[src/rtl/mix_pkg.sv]
// Shared types and sizes for the MIX core memory arbiter: word geometry,
// access owners, scheduler states and the read-return tag.
package mix_pkg;
  localparam int MIX_AW = 12;
  localparam int MIX_DW = 31;

  typedef enum logic {
    OWN_CPU = 1'b0,
    OWN_IO  = 1'b1
  } owner_e;

  typedef enum logic [1:0] {
    CPU_PRI  = 2'd0,
    IO_BURST = 2'd1,
    IO_YIELD = 2'd2
  } state_e;

  typedef struct packed {
    logic   vld;
    owner_e own;
  } rtag_t;

  function automatic logic [7:0] sat_inc(input logic [7:0] v, input logic [7:0] lim);
    return (v >= lim) ? lim : v + 8'd1;
  endfunction
endpackage

[src/rtl/mix_mem_arbiter_if.sv]
// Request/response bundle between CPU, I/O channel, memory array and arbiter.
interface mix_mem_arbiter_if #(
  parameter int AW = mix_pkg::MIX_AW,
  parameter int DW = mix_pkg::MIX_DW
);
  logic          cpu_req, cpu_we, cpu_gnt, cpu_rvalid;
  logic [AW-1:0] cpu_addr;
  logic [DW-1:0] cpu_wdata, cpu_rdata;

  logic          io_req, io_we, io_lock, io_gnt, io_rvalid;
  logic [AW-1:0] io_addr;
  logic [DW-1:0] io_wdata, io_rdata;

  logic [AW-1:0] mem_addr;
  logic          mem_we;
  logic [DW-1:0] mem_wdata, mem_rdata;

  // Requesters plus the memory array
  modport master (
    output cpu_req, cpu_we, cpu_addr, cpu_wdata,
    output io_req, io_we, io_lock, io_addr, io_wdata,
    output mem_rdata,
    input  cpu_gnt, cpu_rvalid, cpu_rdata,
    input  io_gnt, io_rvalid, io_rdata,
    input  mem_addr, mem_we, mem_wdata
  );

  // Arbiter side
  modport slave (
    input  cpu_req, cpu_we, cpu_addr, cpu_wdata,
    input  io_req, io_we, io_lock, io_addr, io_wdata,
    input  mem_rdata,
    output cpu_gnt, cpu_rvalid, cpu_rdata,
    output io_gnt, io_rvalid, io_rdata,
    output mem_addr, mem_we, mem_wdata
  );
endinterface

[src/rtl/mix_mem_arbiter.sv]
// Shares the single-port MIX core memory between CPU and I/O channel: CPU
// priority with a starvation guard, plus a locked I/O burst with bounded CPU yield.
module mix_mem_arbiter
  import mix_pkg::*;
#(
  parameter int AW     = MIX_AW,
  parameter int DW     = MIX_DW,
  parameter int STARVE = 4,
  parameter int BURST  = 8
) (
  input  logic            clk,
  input  logic            nreset,
  mix_mem_arbiter_if.slave bus
);

  localparam logic [3:0] STARVE_C = 4'(STARVE);
  localparam logic [7:0] BURST_C  = 8'(BURST);

  state_e        state_q, state_d;
  logic [3:0]    starve_q, starve_d;
  logic [7:0]    burst_q, burst_d, burst_inc;
  rtag_t         tag_q, tag_d;
  logic          cpu_gnt, io_gnt;
  logic [AW-1:0] maddr;
  logic [DW-1:0] mwdata;

  // Grants are combinational and forced off while reset is held
  always_comb begin
    cpu_gnt = 1'b0;
    io_gnt  = 1'b0;
    if (nreset) begin
      case (state_q)
        CPU_PRI: begin
          if (bus.io_req && (!bus.cpu_req || starve_q == STARVE_C)) io_gnt = 1'b1;
          else                                                    cpu_gnt = bus.cpu_req;
        end
        IO_BURST: begin
          io_gnt  = bus.io_req;
          cpu_gnt = bus.cpu_req & ~bus.io_req;
        end
        IO_YIELD: begin
          cpu_gnt = bus.cpu_req;
          io_gnt  = bus.io_req & ~bus.cpu_req;
        end
        default: ;
      endcase
    end
  end

  always_comb begin
    state_d   = state_q;
    burst_d   = burst_q;
    burst_inc = sat_inc(burst_q, BURST_C);
    if (bus.io_req && !io_gnt)
      starve_d = (starve_q >= STARVE_C) ? STARVE_C : starve_q + 4'd1;
    else
      starve_d = 4'd0;
    tag_d.vld = (cpu_gnt & ~bus.cpu_we) | (io_gnt & ~bus.io_we);
    tag_d.own = io_gnt ? OWN_IO : OWN_CPU;

    case (state_q)
      CPU_PRI: begin
        burst_d = 8'd0;
        // The grant that opens a burst counts as its first access
        if (io_gnt && bus.io_lock) begin
          state_d = IO_BURST;
          burst_d = 8'd1;
        end
      end
      IO_BURST: begin
        if (io_gnt) burst_d = burst_inc;
        if (!bus.io_lock || !bus.io_req) begin
          state_d = CPU_PRI;
          burst_d = 8'd0;
        end else if (bus.cpu_req && io_gnt && burst_inc == BURST_C) begin
          // BURST-th I/O grant with the CPU waiting: hand it the next slot
          state_d = IO_YIELD;
          burst_d = 8'd0;
        end
      end
      IO_YIELD: begin
        burst_d = io_gnt ? 8'd1 : 8'd0;
        state_d = bus.io_lock ? IO_BURST : CPU_PRI;
      end
      default: begin
        state_d = CPU_PRI;
        burst_d = 8'd0;
      end
    endcase
  end

  always_ff @(posedge clk or negedge nreset) begin
    if (!nreset) begin
      state_q  <= CPU_PRI;
      starve_q <= 4'd0;
      burst_q  <= 8'd0;
      tag_q    <= '0;
    end else begin
      state_q  <= state_d;
      starve_q <= starve_d;
      burst_q  <= burst_d;
      tag_q    <= tag_d;
    end
  end

  // With no grant the address bus parks on the CPU address
  assign maddr  = io_gnt ? bus.io_addr  : bus.cpu_addr;
  assign mwdata = io_gnt ? bus.io_wdata : bus.cpu_wdata;

  assign bus.mem_addr   = maddr;
  assign bus.mem_wdata  = mwdata;
  assign bus.mem_we     = (cpu_gnt & bus.cpu_we) | (io_gnt & bus.io_we);

  assign bus.cpu_gnt    = cpu_gnt;
  assign bus.io_gnt     = io_gnt;
  assign bus.cpu_rvalid = tag_q.vld && (tag_q.own == OWN_CPU);
  assign bus.io_rvalid  = tag_q.vld && (tag_q.own == OWN_IO);
  assign bus.cpu_rdata  = bus.mem_rdata;
  assign bus.io_rdata   = bus.mem_rdata;

endmodule

[src/flat_wrapper.sv]
// flat-port wrapper written by rule: the top's interface ports become plain ports
module mix_mem_arbiter_flat import mix_pkg::*;
#(
  parameter int AW     = MIX_AW,
  parameter int DW     = MIX_DW,
  parameter int STARVE = 4,
  parameter int BURST  = 8
)
  (clk, nreset, bus_cpu_req, bus_cpu_we, bus_cpu_addr, bus_cpu_wdata, bus_io_req, bus_io_we, bus_io_lock, bus_io_addr, bus_io_wdata, bus_mem_rdata, bus_cpu_gnt, bus_cpu_rvalid, bus_cpu_rdata, bus_io_gnt, bus_io_rvalid, bus_io_rdata, bus_mem_addr, bus_mem_we, bus_mem_wdata);
  mix_mem_arbiter_if #(.AW(AW), .DW(DW)) bus_i ();
  input  logic clk;
  input  logic nreset;
  input wire logic [$bits(bus_i.cpu_req)-1:0] bus_cpu_req;
  input wire logic [$bits(bus_i.cpu_we)-1:0] bus_cpu_we;
  input wire logic [$bits(bus_i.cpu_addr)-1:0] bus_cpu_addr;
  input wire logic [$bits(bus_i.cpu_wdata)-1:0] bus_cpu_wdata;
  input wire logic [$bits(bus_i.io_req)-1:0] bus_io_req;
  input wire logic [$bits(bus_i.io_we)-1:0] bus_io_we;
  input wire logic [$bits(bus_i.io_lock)-1:0] bus_io_lock;
  input wire logic [$bits(bus_i.io_addr)-1:0] bus_io_addr;
  input wire logic [$bits(bus_i.io_wdata)-1:0] bus_io_wdata;
  input wire logic [$bits(bus_i.mem_rdata)-1:0] bus_mem_rdata;
  output wire logic [$bits(bus_i.cpu_gnt)-1:0] bus_cpu_gnt;
  output wire logic [$bits(bus_i.cpu_rvalid)-1:0] bus_cpu_rvalid;
  output wire logic [$bits(bus_i.cpu_rdata)-1:0] bus_cpu_rdata;
  output wire logic [$bits(bus_i.io_gnt)-1:0] bus_io_gnt;
  output wire logic [$bits(bus_i.io_rvalid)-1:0] bus_io_rvalid;
  output wire logic [$bits(bus_i.io_rdata)-1:0] bus_io_rdata;
  output wire logic [$bits(bus_i.mem_addr)-1:0] bus_mem_addr;
  output wire logic [$bits(bus_i.mem_we)-1:0] bus_mem_we;
  output wire logic [$bits(bus_i.mem_wdata)-1:0] bus_mem_wdata;
  assign bus_i.cpu_req = bus_cpu_req;
  assign bus_i.cpu_we = bus_cpu_we;
  assign bus_i.cpu_addr = bus_cpu_addr;
  assign bus_i.cpu_wdata = bus_cpu_wdata;
  assign bus_i.io_req = bus_io_req;
  assign bus_i.io_we = bus_io_we;
  assign bus_i.io_lock = bus_io_lock;
  assign bus_i.io_addr = bus_io_addr;
  assign bus_i.io_wdata = bus_io_wdata;
  assign bus_i.mem_rdata = bus_mem_rdata;
  assign bus_cpu_gnt = bus_i.cpu_gnt;
  assign bus_cpu_rvalid = bus_i.cpu_rvalid;
  assign bus_cpu_rdata = bus_i.cpu_rdata;
  assign bus_io_gnt = bus_i.io_gnt;
  assign bus_io_rvalid = bus_i.io_rvalid;
  assign bus_io_rdata = bus_i.io_rdata;
  assign bus_mem_addr = bus_i.mem_addr;
  assign bus_mem_we = bus_i.mem_we;
  assign bus_mem_wdata = bus_i.mem_wdata;
  mix_mem_arbiter #(.AW(AW), .DW(DW), .STARVE(STARVE), .BURST(BURST)) u_core (.clk(clk), .nreset(nreset), .bus(bus_i));
endmodule
[config.mk]
export PLATFORM = sky130hd
export DESIGN_NAME = mix_mem_arbiter_flat
export DESIGN_NICKNAME = d
export VERILOG_FILES = /design/src/rtl/mix_pkg.sv /design/src/rtl/mix_mem_arbiter_if.sv /design/src/rtl/mix_mem_arbiter.sv /design/src/flat_wrapper.sv
export SDC_FILE = /design/constraint.sdc
export NUM_CORES = 1
export LEC_CHECK = 0
export ABC_CLOCK_PERIOD_IN_PS = 2700
export CELL_PAD_IN_SITES_DETAIL_PLACEMENT = 0
export CELL_PAD_IN_SITES_GLOBAL_PLACEMENT = 1
export CORE_UTILIZATION = 16
export CTS_BUF_LIST = sky130_fd_sc_hd__clkbuf_16
export DETAILED_ROUTE_END_ITERATION = 10
export PLACE_DENSITY_LB_ADDON = 0.1
export SYNTH_ARGS = -nofsm -noshare
export SYNTH_HDL_FRONTEND = slang
export SYNTH_SLANG_ARGS = --single-unit
[constraint.sdc]
create_clock -name clk -period 2.7 [get_ports clk]
set_input_delay 0.54 -clock clk [delete_from_list [all_inputs] [get_ports clk]]
set_output_delay 0.54 -clock clk [all_outputs]
set_load 0.01 [all_outputs]
Word level (Yosys, flattened, before mapping)
Index checks and enable logic that the tools add are counted.

word-level totals
  register bits = 16
  output and inout bits = 110

operators by class
  $add $sub $neg = 2
  $lt $le $gt $ge = 2
  eq/ne operators = 7
  mux-type cells = 23
  bitwise operators = 13
  reductions and logical operators = 15

operators by type and width
  operator               number
  $mux W8                4
  $mux W31               1
  $pmux W8 S3            1
  $mux W12               1
  $add A8 B1 Y8 const B  1
  $eq A8 B4 Y1 const B   1
  $ge A8 B4 Y1 const B   1
  $mux W1                8
  $mux W4                2
  $logic_and A1 B1 Y1    7
  $and A1 B1 Y1          6
  $mux W2                3
  $pmux W1 S3            2
  $pmux W2 S3            1
  $not A1 Y1             5
  $add A4 B1 Y4 const B  1
  $eq A4 B3 Y1 const B   1
  $ge A4 B3 Y1 const B   1
  $logic_not A1 Y1       4
  $ne A4 B1 Y1 const B   1
  $ne A3 B1 Y1 const B   1
  $eq A2 B1 Y1 const B   1
  $eq A2 B2 Y1 const B   1
  $logic_not A2 Y1       1
  4 further kinds        6

Logic depth before layout (Yosys ltp)
  word-level depth = 11
  depth in mapped cells = 6
  gate-level depth less buffers = 6

Worst setup path before layout
No wires, ideal clock.

  path kind = input-to-output
  start point = input port nreset
  end point = output port bus_mem_addr[10]
  arrival = 1.808 ns
  required time = 2.160 ns
  slack = 0.352 ns
  stages = 5
  buffers on the path = 2
  path through = clkbuf_1 -> nand2_1 -> a211oi_4 -> buf_6 -> mux2_1

between the ends
  longest elaborated chain between the ends = 2

ends and longest elaborated chain
  element             RTL line                text
  start: declaration  flat_wrapper.sv:12      input logic nreset;
  $mux W1             mix_mem_arbiter.sv:31   if (nreset) begin
  net bus_io_gnt      flat_wrapper.sv:26      output wire logic [$bits(bus_i.io_gnt)-1:0] bus_io_gnt;
  $mux W12            mix_mem_arbiter.sv:107  assign maddr = io_gnt ? bus.io_addr : bus.cpu_addr;
  end: declaration    flat_wrapper.sv:29      output wire logic [$bits(bus_i.mem_addr)-1:0] bus_mem_addr;

The timed path passes the listed nets, and every way through them passes these cells.

Final worst setup path
  start point = register u_core.starve_q[0]
  end point = output port bus_mem_wdata[18]

between the ends
  longest elaborated chain between the ends = 7

ends and longest elaborated chain
  element                   RTL line                text
  start: declaration        mix_mem_arbiter.sv:20   logic [3:0] starve_q, starve_d;
  start signal: assignment  mix_mem_arbiter.sv:100  starve_q <= starve_d;
  $eq A4 B3 Y1              mix_mem_arbiter.sv:34   if (bus.io_req && (!bus.cpu_req || starve_q == STARVE_C)) io_gnt = 1'b1;
  $logic_or A1 B1 Y1        mix_mem_arbiter.sv:34
  $logic_and A1 B1 Y1       mix_mem_arbiter.sv:34
  $mux W1                   mix_mem_arbiter.sv:34
  $pmux W1 S3               mix_mem_arbiter.sv:32   case (state_q)
  $mux W1                   mix_mem_arbiter.sv:31
  $mux W31                  mix_mem_arbiter.sv:108  assign mwdata = io_gnt ? bus.io_wdata : bus.cpu_wdata;
  end: declaration          flat_wrapper.sv:31      output wire logic [$bits(bus_i.mem_wdata)-1:0] bus_mem_wdata;

No other way between the ends.

==> results.md <==
- Slowest CP cell: dfrtp_1
- Die area: 11800 µm²
- Mapped Nets: 318
- Hpwl dp: 4.86 mm
- Cts hold-fix bufs: 0
- CTS tree: yes
- Combinational share of power: 0.429
- Yosys warnings: 0
- Number of cells after detailed placement: 417
- Clk_skew: 1.05 ps
- Mapped Avg Cell Area: 9.61 µm²
- Clock period minus worst slack: 2600 ps
- Min-Delay Path Class: register to register
- Crit-path leading delay family: buffers and inverters
- CP arrival: 2060 ps
- Initial Util: 0.166
- Top cells by area, synth: buf_4 (25%), mux2_2 (23%), dfrtp_1 (22%)
- CTS buffer count: 3
- Vias in the first global route: 1620
- Fmax: 384 MHz
- Final setup viols: 0
- Layout area overhead: 70.6%
- Final nets: 415
- Skew-Pair Late Insertion Delay: 240 ps
- GR Util All Layers: 0.0998
- H-tree depth: 1
- PwrDens: 303 nW/µm²
- Psw: 0.000233 W
- Top FF cell, synth: dfrtp_1
- Met2 wire length: 3.47 mm
- Post-synth EDFFs: 0
- Crit path largest cell delay: 370 ps
- R2R Setup Slk: 900 ps
- Routed Antenna Nets: 0
- Int Power: 0.000713 W
- Most frequent CP cell: buf_6
- Peak supply drop: 293 µV
- Post-synth top area share: 0.255
- Synth Instances: 190
- Synth Register Bits: 16
- Core Rows: 38
- DRC: 0
- Worst-path cell chain: inv_1 > ha_1 > nand3b_1 > a211oi_4 > buf_6 > buf_12 > mux2_2 > buf_6
- Area leader, netlist: buf_4
- GPL Wtd Cong: 0.723
- Initial antenna violation count: 0
- Crit Path Category: register to output pin
- Vias: 1619
- Top Layer Used: met4
- Sequential share of the synthesized area: 0.219
- Leak: 1.35 nW
- Crit. End Element: output pin
- First-pass GRT wire length: 8.92 mm
- Setup crit start kind: register
- Met3 WL: 564 µm
- Number of iterations in the first detailed-routing pass: 4
- DRT iter0 DRCs: 39
- Share of layout cells above drive strength 1: 0.385
- Final hold violation count: 0
- Clock root buffer: clkbuf_16
- Worst Path Max Fanout: 9
- Boundary pin count: 234
- Routed wire length: 6.47 mm
- Drt via density: 3.80
- Largest net degree at the start of global routing: 25
- Reg power frac: 0.266
- Routed wire length per instance: 15.2 µm
- CP required: 2160 ps
- Chip width: 109 µm
- Clk pwr share: 0.305
- Chip height: 109 µm
- Outcome: finished, final reports clean
- Critical path buffers and inverters: 4
- Tcrit/Tclk final: 0.963
- Port Buffers: 140
- Max-capacitance violation count: 0
- Sw frac: 0.246
- Core area: 11000 µm²
- Syn Std Cell Area: 1830 µm²
- M1 WL: 2.34 mm
- Max-slew violation count: 0
- Clock transition at the registers of the reported paths: 50 ps
- RSZ-0062 raised after global routing: no
- Finished Layout Cells: 426
- Final core occ: 0.284
- Grt ovf: 0
- ANT cells: 0
- Clock sinks: 16
- Distinct cell type count after synthesis: 35
- Max clock buf depth: 2
- Post-synthesis async set-or-reset flop share: 1.00
-- metrics by stage --
step	setup slack, ps	setup TNS (ps)	area [µm²]	power, W	hold slack [ps]
after global placement	-500	-19360	3010	0.000661	464
after floorplan	352	0	1830	0.000483	244
after global routing	17.6	0	3120	0.00100	507
after CTS	-42.4	-468	3170	0.000970	483
after detailed placement	-482	-19500	3010	0.000659	471
final	98.8	0	3120	0.000945	477
-- synthesized netlist by cell type, drive strengths merged, types with 2 or more instances --
cell type  number
a31oi           2
nor2b           3
ha              4
buf            68
a21oi           3
nand3           2
and3            2
and2            5
nor3b           2
a22o            2
mux2           43
nor3            2
nand2b          3
nand4b          2
nor2            6
inv             6
nand2           5
dfrtp          16
-- cells by family after synthesis --
logic type / synth area share
buffers and inverters: 0.303
muxes: 0.271
and+or+nand+nor: 0.115
DFF: 0.219
AOI/OAI and AO/OA: 0.0630
adders and majority gates: 0.0274
other: 0.00205
-- sequential cells by signal (all words and copies together), names as in the netlist --
| name | flops |
|---|---|
| u_core.burst_q | 8 |
| u_core.starve_q | 4 |
| u_core.state_q | 2 |
| u_core.tag_q | 2 |
-- worst paths after layout --
check	start	to	cells after the start
max reg2reg	u_core.starve_q[0]	u_core.state_q[0]	9
min	u_core.burst_q[7]	u_core.burst_q[7]	1
min reg2reg	u_core.burst_q[7]	u_core.burst_q[7]	1
max in group asynchronous	nreset	u_core.burst_q[1]	3
min in group asynchronous	nreset	u_core.state_q[1]	3
max	u_core.starve_q[0]	bus_mem_wdata[18]	8
-- worst register-to-register path, delay by kind of cell, from the launching register on --
kind	cells	cell delay (ps)
adder cells (fa/ha/maj)	1	140
buffers and inverters	4	500
flip-flops	1	370
AND/OR/NAND/NOR	1	160
AO/OA/AOI/OAI	3	560
-- cell type report --
| cell class | count | area [µm²] |
|---|---|---|
| Tap cell | 140 | 175 |
| Inverter | 6 | 22.5 |
| Clock inverter | 1 | 3.75 |
| Fill cell | 1168 | 7870 |
| Sequential cell | 16 | 400 |
| Timing Repair Buffer | 161 | 1520 |
| Multi-Input combinational cell | 99 | 920 |
| Clock buffer | 3 | 75.1 |
-- power groups by stage --
| stage | logic (W) | clock network, W | registers [W] |
|---|---|---|---|
| 5_1_grt | 0.000437 | 0.000310 | 0.000252 |
| 2_1_floorplan | 0.000229 | 0 | 0.000254 |
| 3_3_place_gp | 0.000406 | 0 | 0.000255 |
| 6_report | 0.000406 | 0.000288 | 0.000252 |
| 4_1_cts | 0.000423 | 0.000296 | 0.000251 |
| 3_5_place_dp | 0.000404 | 0 | 0.000255 |
-- cells in the final DEF (no fill, tap or decap), types with 5 or more instances in the layout --
cell	Yosys	final
inv_1	6	6
buf_2	1	26
clkdlybuf4s50_1	0	91
and2_1	5	5
mux2_2	38	30
nor2_1	6	6
mux2_4	0	8
buf_6	5	19
dfrtp_1	16	16
buf_4	62	14
mux2_1	5	5
-- what timing repair did --
action                                  CTS  global route
gates resized for setup                 214             3
buffers inserted                          4             0
pin swaps                                 2             1
gates cloned                              3             0
endpoints found under the setup margin   46            38
-- routing by layer --
layer  track usage  vias up
li1              -      780
met1         0.110      753
met2         0.191       79
met3        0.0185        7
met4        0.0299        0
met5             0        -
No activity file was read; power rests on OpenSTA's default activity.
